===== src/rtl/cp0_regs.sv =====
// cp0_regs: architectural CP0 register file (BadVAddr, Count, Compare, Status, Cause, EPC).
//
// Ports:
//   clk, rst                 clock (rising edge) and asynchronous active-low reset
//   cp0_write_en/addr/data   MTC0 write from WB, address = {rd[4:0], sel[2:0]}
//   cp0_read_addr            MFC0 source address for cp0_read_data_o
//   int_i                    external level-sensitive interrupt lines
//   exc_en, exc_eret         exception / ERET commit from MEM
//   exc_code, exc_pc, exc_bd, exc_badvaddr  details of the committing exception
//   cp0_*_o                  combinational views of the registers
//   cp0_read_data_o          register selected by cp0_read_addr, 0 when unmapped
//   timer_int_o              Cause.TI
//
// Updates land one edge after they are presented; there is no internal bypass, the downstream
// forwarding stage overlays in-flight MEM/WB writes on the Count/Status/Cause/EPC taps.
module cp0_regs (
  input  logic        clk,
  input  logic        rst,
  input  logic        cp0_write_en,
  input  logic [7:0]  cp0_write_addr,
  input  logic [31:0] cp0_write_data,
  input  logic [7:0]  cp0_read_addr,
  input  logic [5:0]  int_i,
  input  logic        exc_en,
  input  logic        exc_eret,
  input  logic [4:0]  exc_code,
  input  logic [31:0] exc_pc,
  input  logic        exc_bd,
  input  logic [31:0] exc_badvaddr,
  output logic [31:0] cp0_count_o,
  output logic [31:0] cp0_status_o,
  output logic [31:0] cp0_cause_o,
  output logic [31:0] cp0_epc_o,
  output logic [31:0] cp0_badvaddr_o,
  output logic [31:0] cp0_read_data_o,
  output logic        timer_int_o
);

  localparam logic [7:0] AddrBadVAddr = 8'h40;
  localparam logic [7:0] AddrCount    = 8'h48;
  localparam logic [7:0] AddrCompare  = 8'h58;
  localparam logic [7:0] AddrStatus   = 8'h60;
  localparam logic [7:0] AddrCause    = 8'h68;
  localparam logic [7:0] AddrEpc      = 8'h70;

  localparam logic [4:0] ExcAdEL = 5'd4;
  localparam logic [4:0] ExcAdES = 5'd5;

  // Register state
  logic [31:0] count_q, count_d;
  logic        tick_q, tick_d;
  logic [31:0] compare_q, compare_d;
  logic [31:0] badvaddr_q, badvaddr_d;
  logic [31:0] epc_q, epc_d;
  logic [7:0]  im_q, im_d;
  logic        exl_q, exl_d;
  logic        ie_q, ie_d;
  logic        bd_q, bd_d;
  logic [4:0]  exc_code_q, exc_code_d;
  logic [1:0]  ip_sw_q, ip_sw_d;
  logic [5:0]  ip_hw_q;
  logic        ti_q, ti_d;

  // MTC0 decode. Count/Compare writes always land; the others yield to exception/ERET commit.
  logic wr_count, wr_compare, wr_arch;
  logic wr_status, wr_cause, wr_epc, wr_badvaddr;
  logic timer_match;

  always_comb begin
    wr_count    = cp0_write_en && (cp0_write_addr == AddrCount);
    wr_compare  = cp0_write_en && (cp0_write_addr == AddrCompare);
    wr_arch     = cp0_write_en && !exc_en && !exc_eret;
    wr_status   = wr_arch && (cp0_write_addr == AddrStatus);
    wr_cause    = wr_arch && (cp0_write_addr == AddrCause);
    wr_epc      = wr_arch && (cp0_write_addr == AddrEpc);
    wr_badvaddr = wr_arch && (cp0_write_addr == AddrBadVAddr);
    timer_match = (count_q == compare_q) && (compare_q != 32'd0);
  end

  // Timer: Count advances every other cycle; a Compare write clears TI even on a match cycle.
  always_comb begin
    tick_d    = ~tick_q;
    count_d   = tick_q ? count_q + 32'd1 : count_q;
    compare_d = compare_q;
    ti_d      = ti_q | timer_match;
    if (wr_count) begin
      count_d = cp0_write_data;
      tick_d  = 1'b0;
    end
    if (wr_compare) begin
      compare_d = cp0_write_data;
      ti_d      = 1'b0;
    end
  end

  // Status/Cause/EPC/BadVAddr: exception commit > ERET > MTC0.
  always_comb begin
    epc_d      = epc_q;
    badvaddr_d = badvaddr_q;
    im_d       = im_q;
    exl_d      = exl_q;
    ie_d       = ie_q;
    bd_d       = bd_q;
    exc_code_d = exc_code_q;
    ip_sw_d    = ip_sw_q;

    if (exc_en) begin
      // Nested exceptions (EXL already set) keep the original EPC and BD.
      if (!exl_q) begin
        epc_d = exc_bd ? exc_pc - 32'd4 : exc_pc;
        bd_d  = exc_bd;
      end
      exl_d      = 1'b1;
      exc_code_d = exc_code;
      if ((exc_code == ExcAdEL) || (exc_code == ExcAdES)) begin
        badvaddr_d = exc_badvaddr;
      end
    end else if (exc_eret) begin
      exl_d = 1'b0;
    end else begin
      if (wr_status) begin
        im_d  = cp0_write_data[15:8];
        exl_d = cp0_write_data[1];
        ie_d  = cp0_write_data[0];
      end
      if (wr_cause) begin
        ip_sw_d = cp0_write_data[9:8];
      end
      if (wr_epc) begin
        epc_d = cp0_write_data;
      end
      if (wr_badvaddr) begin
        badvaddr_d = cp0_write_data;
      end
    end
  end

  always_ff @(posedge clk or negedge rst) begin
    if (!rst) begin
      count_q    <= 32'd0;
      tick_q     <= 1'b0;
      compare_q  <= 32'd0;
      badvaddr_q <= 32'd0;
      epc_q      <= 32'd0;
      im_q       <= 8'd0;
      exl_q      <= 1'b0;
      ie_q       <= 1'b0;
      bd_q       <= 1'b0;
      exc_code_q <= 5'd0;
      ip_sw_q    <= 2'd0;
      ip_hw_q    <= 6'd0;
      ti_q       <= 1'b0;
    end else begin
      count_q    <= count_d;
      tick_q     <= tick_d;
      compare_q  <= compare_d;
      badvaddr_q <= badvaddr_d;
      epc_q      <= epc_d;
      im_q       <= im_d;
      exl_q      <= exl_d;
      ie_q       <= ie_d;
      bd_q       <= bd_d;
      exc_code_q <= exc_code_d;
      ip_sw_q    <= ip_sw_d;
      ip_hw_q    <= int_i;
      ti_q       <= ti_d;
    end
  end

  // Architectural views. BEV (bit 22) is hard-wired to 1; IP7 shares the timer interrupt.
  always_comb begin
    cp0_count_o    = count_q;
    cp0_epc_o      = epc_q;
    cp0_badvaddr_o = badvaddr_q;
    timer_int_o    = ti_q;
    cp0_status_o   = {9'd0, 1'b1, 6'd0, im_q, 6'd0, exl_q, ie_q};
    cp0_cause_o    = {bd_q, ti_q, 14'd0, ip_hw_q[5] | ti_q, ip_hw_q[4:0], ip_sw_q, 1'b0,
                      exc_code_q, 2'b00};
  end

  always_comb begin
    cp0_read_data_o = 32'd0;
    case (cp0_read_addr)
      AddrBadVAddr: cp0_read_data_o = badvaddr_q;
      AddrCount:    cp0_read_data_o = count_q;
      AddrCompare:  cp0_read_data_o = compare_q;
      AddrStatus:   cp0_read_data_o = cp0_status_o;
      AddrCause:    cp0_read_data_o = cp0_cause_o;
      AddrEpc:      cp0_read_data_o = epc_q;
      default:      cp0_read_data_o = 32'd0;
    endcase
  end

endmodule

===== config.mk =====
export PLATFORM = sky130hd
export DESIGN_NAME = cp0_regs
export DESIGN_NICKNAME = d
export VERILOG_FILES = /design/src/rtl/cp0_regs.sv
export SDC_FILE = /design/constraint.sdc
export NUM_CORES = 1
export LEC_CHECK = 0
export ABC_AREA = 1
export CAP_MARGIN = 20
export CORE_MARGIN = 3
export CORE_UTILIZATION = 43
export CTS_CLUSTER_SIZE = 28
export DETAILED_ROUTE_END_ITERATION = 16
export PLACE_DENSITY = 0.88
export SYNTH_ARGS = -nofsm -noshare
export SYNTH_HDL_FRONTEND = slang
export SYNTH_SLANG_ARGS = --single-unit

===== constraint.sdc =====
create_clock -name clk -period 1.4 [get_ports clk]
set_input_delay 0.28 -clock clk [delete_from_list [all_inputs] [get_ports clk]]
set_output_delay 0.28 -clock clk [all_outputs]
set_load 0.02 [all_outputs]

==> results of run 1 <==
==> metal layers <==
metal | overflow | GRT usage, %
met5 | 0 | 47.5
met4 | 110 | 90.5
met3 | 5 | 78.0
met2 | 101 | 96.1
met1 | 10 | 82.1
==> cell families after synthesis <==
group | synth area share (%)
and+or+nand+nor | 30.8
buffers and inverters | 13.4
AOI/OAI and AO/OA | 14.7
DFF | 37.8
xor gates and xnor gates | 2.84
adders and majority gates | 0.246
other | 0.0737
muxes | 0.110
==> metrics by stage <==
step	setup TNS [ns]	area (um^2)
CTS	-22.33	19100
detailed placement	-119.09	16500
global placement	-107.94	16500
floorplan	-5.05	10900
==> what timing repair did <==
action                                  4_1_cts
endpoints found under the setup margin      284
pin swaps                                   114
buffers inserted                             90
gates cloned                                 13
hold endpoints to repair                     33
resized for setup                          1257
hold buffers                                  1
==> summary.txt, run 1 <==
Synth
  – Largest cells by area after synthesis: dfrtp_1 38%, nand2_1 17%, inv_1 6.6%
  – Mapped cell area: 0.0102 mm^2
  – Register area share after synthesis: 37.8%
  – Number of synthesized flops with an enable pin: 0
  – Area leader, netlist: dfrtp_1
  – Synth Warn #: 0
  – Predominant post-synthesis flop cell: dfrtp_1
  – Cell variety after synth: 49
  – Synthesized instance count: 1474
  – Post-synth top area share: 37.8%
  – FF+latch count, synth: 154
  – Post-synth ARST share: 100%
  – Synth cell count leaders: 460 x nand2_1, 179 x inv_1, 154 x dfrtp_1, 117 x nor2_1, 103 x o21ai_0
  – Most common cell in the netlist: nand2_1
  – Syn Area/Cell: 6.91 um^2

Floorplan
  – Starting Density: 44.3%
  – Die Span X: 160 um
  – I/O Pins: 322
  – Core Rows: 55
  – Die height: 160 um

GRT
  – Largest net degree at the start of global routing: 66
  – Gr ovfl total: 226
  – Gr usage total: 85.4%

Clock network
  – Root buffer cell: clkbuf_16
  – Total CTS buffers: 17
  – CTS sink count: 154
  – CTS max path bufs: 2
  – CTS H-tree lvls: 4

Status
  – First Err: [ERROR GRT-0232] Routing congestion too high. Check the congestion heatmap in the GUI.
  – Stopped at: 5_1_grt
  – Outcome: did not finish

Timing
  – Worst EP Category: output port
  – Crit. endpoint post-GRT repair: cp0_read_data_o[30]

Place
  – Pre-CTS setup slack: -1.55 ns
  – Post-DP HPWL: 40700 um
  – Port Buffers: 282
  – Placed Cells: 2377
  – Final GP Congestion: 1.12
==> run 2: changes to the inputs <==
CORE_UTILIZATION = 35   (was 43)
CTS_CLUSTER_SIZE = not set   (was 28)
PLACE_DENSITY = not set   (was 0.88)
PLACE_DENSITY_LB_ADDON = 0.15   (was not set)
clock period = 1.8 ns   (was 1.4 ns; I/O delays follow)
==> run 2 against run 1 <==
  * The flow now finishes, with violations (setup timing)
  * Area after synthesis is the same
  * Synthesized cell count is the same
==> summary.txt, run 2 <==
Status
  – Outcome: finished, violations left
  – Violated checks: setup timing

GRT
  – Initial antenna violation count: 1
  – Largest net degree at the start of global routing: 66
  – First-pass GRT wire length: 70600 um
  – Gr usage total: 30.3%
  – Number of global-route vias before repair: 11500
  – Gr ovfl total: 0

Route
  – Total Wirelength: 49000 um
  – DR DRC count: 0
  – DRT iter0 DRCs: 1305
  – First-pass DRT Iterations: 6
  – DR WL/cell: 20.8 um
  – Wl on met1: 21300 um
  – Via density: 5.18
  – Total number of vias: 12200
  – Highest routed layer: met4
  – WL met3: 4060 um
  – WL met2: 22100 um
  – Post-DRT Antenna Nets: 0

Floorplan
  – Die area: 0.0312 mm^2
  – Core Rows: 61 (+11%)
  – I/O Pins: 322 (unchanged)
  – Die height: 177 um (+10%)
  – Core ar.: 0.0282 mm^2
  – Starting Density: 36.1% (-8.3 points)
  – Die Span X: 177 um (+10%)

Pwr
  – Maximum vdd drop: 559 uV
  – Power, Total: 14.7 mW
  – P per Cell Area: 881 mW/mm^2
  – Leakage Power: 8.07 nW

Worst setup path
  – FF-to-FF path depth: 11
  – CP Class: input port to output port
  – Critical path arrival: 1.68 ns
  – CP Max Fanout: 6
  – Crit-path slowest cell: buf_4
  – Worst r2r dst: cp0_count_o[26]
  – Slowest Stage Delay on Critical Path: 0.20 ns
  – CP endpoint: cp0_read_data_o[14]
  – Critical path capture point type: output port
  – Worst Setup Start Kind: input port
  – CP cell instances: buf_8 -> inv_6 -> nand2_8 -> buf_6 -> nor3_4 -> nand2_4 -> buf_6 -> o21ai_2 -> a21oi_2 -> o2111ai_2 -> buf_4
  – WP data required: 1.44 ns
  – Buf+Inv Stages, Crit Path: 5
  – CP Depth: 11
  – Worst path top cell family by delay: buffers and inverters
  – Cell mode on critical path: buf_6
  – Worst setup path start: cp0_read_addr[7]
  – Worst reg2reg startpoint: cp0_count_o[1]
  – Flop2flop setup slack: 0.08 ns

Clock network
  – CTS sink count: 154 (unchanged)
  – Clk Latency, worst-skew pair: 0.44 ns
  – CTS H-tree lvls: 4 (unchanged)
  – CTS max path bufs: 2 (unchanged)
  – Total CTS buffers: 17 (unchanged)
  – Clk slew on worst S/H paths: 0.07 ns
  – TritonCTS clock tree: yes
  – Root buffer cell: clkbuf_16

Synth
  – Largest cells by area after synthesis: dfrtp_1 38%, nand2_1 17%, inv_1 6.6%
  – Register area share after synthesis: 37.8% (unchanged)
  – Area leader, netlist: dfrtp_1
  – Most common cell in the netlist: nand2_1
  – Number of synthesized flops with an enable pin: 0 (unchanged)
  – Cell variety after synth: 49 (unchanged)
  – Synth Warn #: 0 (unchanged)
  – Post-synth top area share: 37.8% (unchanged)
  – FF+latch count, synth: 154 (unchanged)
  – Synth cell count leaders: 460 x nand2_1, 179 x inv_1, 154 x dfrtp_1, 117 x nor2_1, 103 x o21ai_0
  – Synthesized instance count: 1474 (unchanged)
  – Post-synth ARST share: 100% (unchanged)
  – Syn Area/Cell: 6.91 um^2 (unchanged)
  – Mapped cell area: 0.0102 mm^2 (unchanged)
  – Predominant post-synthesis flop cell: dfrtp_1

Finish
  – Fin nets: 2097
  – Layout Area Growth over Synthesis: 64.1%
  – Most frequent cells in the layout: 412 x nand2_1, 219 x buf_4, 171 x inv_1, 147 x dfrtp_1, 124 x clkdlybuf4s50_1
  – Layout cell share with drive strength beyond 1: 26.5%
  – Core Util, Final: 59.2%
  – Most common cell after layout, fill and taps aside: nand2_1

Timing
  – Fmax: 490 MHz
  – Worst relative slew slack: 64.1%
  – Clock skew: 0.0154 ns
  – RSZ-0062 raised after global routing: yes
  – Tmin final: 2.04 ns
  – Period utilization: 113%
  – Worst hold slack: 0.252 ns
  – Pins Over Slew Limit: 0
  – Endpoints failing setup: 32
  – Setup ws final: -0.241 ns
  – Least-Margin Pin Slew: 0.538 ns
  – Hold Fails Final Rpt: 0

Place
  – Port Buffers: 282 (unchanged)
  – Final GP Congestion: 0.964 (-14%)
  – Post-DP HPWL: 38500 um (-5.2%)

Worst hold path
  – Worst hold path class: input port to register
  – Hold path startpoint: exc_en

Run
  – Max-cap violation count: 0
run 2: cell counts after synthesis:
No cell type changed its count.
run 2: tightest hold or removal path, delay by kind of cell:
family / cells / cell delay (ns)
compound gates: 1 / 0.08
simple gates: 1 / 0.07
buf+inv: 1 / 0.14
run 2: kinds of logic after synthesis:
logic type	share of synthesized area [%]
AO/OA/AOI/OAI	14.7
XOR/XNOR	2.84
adder cells (fa/ha/maj)	0.246
buffers and inverters	13.4
flip-flops	37.8
multiplexers	0.110
other	0.0737
AND/OR/NAND/NOR	30.8
run 2: power by group:
group | internal (mW) | switching [mW]
Sequential | 4.11 | 0.691
Clock | 2.08 | 1.69
Combinational | 2.53 | 3.63
run 2: what timing repair did:
action | 4_1_cts | 5_1_grt
setup endpoints to repair | 141 | 66
setup buffers | 18 | 13
hold buffers | 1 | 0
endpoints found under the hold margin | 39 | 0
resized for setup | 465 | 130
cloned | 5 | 1
pin swaps | 32 | 43
run 2: metal layers:
| metal | GRT usage (%) | vias up |
|---|---|---|
| met3 | 4.57 | 84 |
| met4 | 9.59 | 0 |
| li1 | - | 5679 |
| met5 | 0 | - |
| met1 | 43.7 | 5806 |
| met2 | 47.0 | 651 |
run 2: cell type report:
type                            count  area (um^2)
Clock inverter                     14          163
Clock buffer                       18          429
Tap cell                          378          473
Multi-Input combinational cell   1067         6040
Sequential cell                   154         3860
Inverter                          189          739
Timing Repair Buffer              537         5020
Fill cell                        2683        11500
Antenna cell                        1         2.50
run 2: per-stage QoR:
step           std cells  worst slack (ns)  instance area [um^2]  TNS [ns]
6_report            2358            -0.241                 16700     -5.77
4_1_cts             2347            -0.269                 16200     -6.44
3_3_place_gp        2291             -1.16                 14800    -55.76
5_1_grt             2358            -0.304                 16700     -8.10
3_5_place_dp        2291             -1.15                 14800    -58.50
2_1_floorplan       1511            -0.114                 10400     -2.07
run 2: worst min-delay path by stage:
stage,endpoint,slack [ns],cells past startpoint
floorplan,bd_q,0.06,0
global placement,cp0_count_o[2],0.34,1
detailed placement,cp0_count_o[2],0.34,1
CTS,exc_code_q[2],0.25,3
global route,exc_code_q[2],0.28,3
finish,exc_code_q[2],0.25,3
(Power assumes the default switching activity.)
==> run 3: changes to the inputs <==
REMOVE_ABC_BUFFERS = 1   (was not set)
==> run 3 against run 2 <==
  * The flow still finishes with violations (setup timing)
  * Critical path type unchanged
  * Final cell count increased by 0.47%
  * Clock power decreased by 4%
  * Non-clock buffer count increased by 12
  * Highest routed layer unchanged
  * Critical path depth increased by 2
==> summary.txt, run 3 (synthesis results as in run 2) <==
Status
  – Outcome: finished, violations left
  – Violated checks: setup timing

Worst setup path
  – CP Class: input port to output port
  – Worst reg2reg startpoint: cp0_count_o[1]
  – FF-to-FF path depth: 11 (unchanged)
  – CP Max Fanout: 6 (unchanged)
  – Worst setup path start: cp0_read_addr[7]
  – WP data required: 1.44 ns (about the same)
  – Critical path arrival: 1.72 ns (+0.04 ns)
  – Critical path capture point type: output port
  – Worst Setup Start Kind: input port

Route
  – DR WL/cell: 20.0 um (-3.9%)
  – First-pass DRT Iterations: 7 (+1)
  – Via density: 5.08 (-2.0%)
  – DRT iter0 DRCs: 1013 (-22%)
  – DR DRC count: 0 (unchanged)
  – Total Wirelength: 47300 um (-3.5%)
  – Post-DRT Antenna Nets: 0 (unchanged)
  – Total number of vias: 12000 (-1.5%)

GRT
  – First-pass GRT wire length: 70400 um (-0.24%)
  – Gr ovfl total: 0 (unchanged)
  – Initial antenna violation count: 0 (-1)
  – Largest net degree at the start of global routing: 41 (-38%)
  – Gr usage total: 29.7% (-0.64 points)
  – Number of global-route vias before repair: 11800 (+2.6%)

Run
  – Max-cap violation count: 0 (unchanged)

Place
  – Post-DP HPWL: 36300 um (-6.0%)
  – Pre-CTS setup slack: -1.13 ns (+0.0207 ns)
  – Placed Cells: 2299 (+0.35%)
  – Final GP Congestion: 0.966 (+0.19%)
  – Port Buffers: 282 (unchanged)

Finish
  – Most common cell after layout, fill and taps aside: nand2_1
  – Most frequent cells in the layout: 415 x nand2_1, 224 x buf_4, 172 x inv_1, 145 x dfrtp_1, 125 x clkdlybuf4s50_1
  – Diodes inserted: 0 (-1)
  – Core Util, Final: 60.0% (+0.78 points)
  – Fin cells: 2369 (+0.47%)
  – Area taken by multi-input logic gates: 0.00601 mm^2 (-0.56%)
  – Filler cell count: 2625 (-2.2%)
  – Layout Area Growth over Synthesis: 66.3%
  – Fin nets: 2109 (+0.57%)
  – Reg area: 0.00386 mm^2 (about the same)
  – Layout cell share with drive strength beyond 1: 26.5% (about the same)

Timing
  – Pins Over Slew Limit: 0 (unchanged)
  – Fmax: 480 MHz (-2.1%)
  – Setup ws final: -0.284 ns (-0.0436 ns)
  – Period utilization: 116% (+2.4 points)
  – Endpoints failing setup: 32 (unchanged)
  – Tmin final: 2.08 ns (+0.0436 ns)
  – Hold Fails Final Rpt: 0 (unchanged)
  – Clock skew: 0.0171 ns (+0.00170 ns)
  – RSZ-0062 raised after global routing: yes
  – Setup TNS: -6.80 ns (-1.03 ns)
  – Worst hold slack: 0.277 ns (+0.0249 ns)

Floorplan
  – Die Span X: 177 um (unchanged)
  – Die height: 177 um (unchanged)
  – Die area: 0.0312 mm^2 (unchanged)
  – Core Rows: 61 (unchanged)
  – I/O Pins: 322 (unchanged)
  – Starting Density: 36.1% (unchanged)
  – Core ar.: 0.0282 mm^2 (unchanged)

Pwr
  – Leakage Power: 8.30 nW (+2.8%)
  – P per Cell Area: 839 mW/mm^2 (-4.7%)
  – Maximum vdd drop: 500 uV (-11%)

Worst hold path
  – Hold path startpoint: exc_en
  – Hold Path Depth: 3 (unchanged)
  – Worst hold path class: input port to register

Clock network
  – Clk slew on worst S/H paths: 0.07 ns (about the same)
  – Clk Latency, worst-skew pair: 0.44 ns (about the same)
  – Root buffer cell: clkbuf_16
  – CTS H-tree lvls: 4 (unchanged)
  – TritonCTS clock tree: yes
  – CTS sink count: 154 (unchanged)
  – CTS max path bufs: 2 (unchanged)
  – Total CTS buffers: 17 (unchanged)
## run 3: cell types whose count changed in the layout (fill, tap and decap cells not counted), sizes merged, moves of 2 or more
cell	change
inv	-2
clkbuf	+2
dlymetal6s2s	+15
dlygate4sd2	-19
buf	+13
## run 3: metrics by stage
stage,area [um^2],power (mW)
after floorplan,9680,7.08
final,16900,14.2
after detailed placement,14900,10.5
after CTS,16500,14.0
after global routing,16900,14.9
after global placement,14900,10.5
## run 3: path summary, 6_finish.rpt
| kind | end | slack [ns] |
|---|---|---|
| max | cp0_read_data_o[21] | -0.28 |
| min | exc_code_q[2] | 0.28 |
| max reg2reg | cp0_count_o[20] | 0.08 |
| min reg2reg | im_q[2] | 0.53 |
| max in group asynchronous | cp0_count_o[17] | 0.78 |
| min in group asynchronous | cp0_badvaddr_o[2] | 0.41 |
## run 3: what timing repair did
action / 4_1_cts / 5_1_grt
hold endpoints to repair: 35 / 0
gates resized for setup: 495 / 123
hold buffers: 1 / 0
endpoints found under the setup margin: 121 / 95
pin swaps: 37 / 41
gates cloned: 7 / 0
setup buffers: 23 / 12
## run 3: where the power goes
group          switching (mW)  leakage, nW  internal, mW
registers               0.660         1.76          4.12
logic                    3.41         6.27          2.42
clock network            1.67        0.265          1.95
## run 3: cell type report
type                    count  area share [%]
clock inverters            13           0.797
flip-flops and latches    154            22.8
repair buffers            549            31.2
clock buffers              19            2.55
inverters                 189            4.41
well taps                 378            2.79
multi-input cells        1067            35.4
## run 3: routing by layer
metal / GRT usage (%) / wire length [um] / up-vias
met5: 0 / 0 / -
met1: 40.5 / 20400 / 5763
met2: 48.3 / 22200 / 503
li1: - / - / 5710
met3: 5.88 / 3550 / 61
met4: 7.99 / 1180 / 0
## run 3: critical path: stages
cell       delay, ns
buf_6           0.10
inv_4           0.04
nand2_4         0.06
buf_6           0.13
nor3_4          0.16
buf_6           0.15
nand2_8         0.07
clkinv_8        0.08
buf_12          0.15
buf_12          0.14
nand2_4         0.04
o2111ai_2       0.06
buf_4           0.17
==> run 4: changes to the inputs <==
CAP_MARGIN = not set   (was 20)
==> results of run 4 <==
No change in the layout: final DEF, timing and power equal those of run 3.
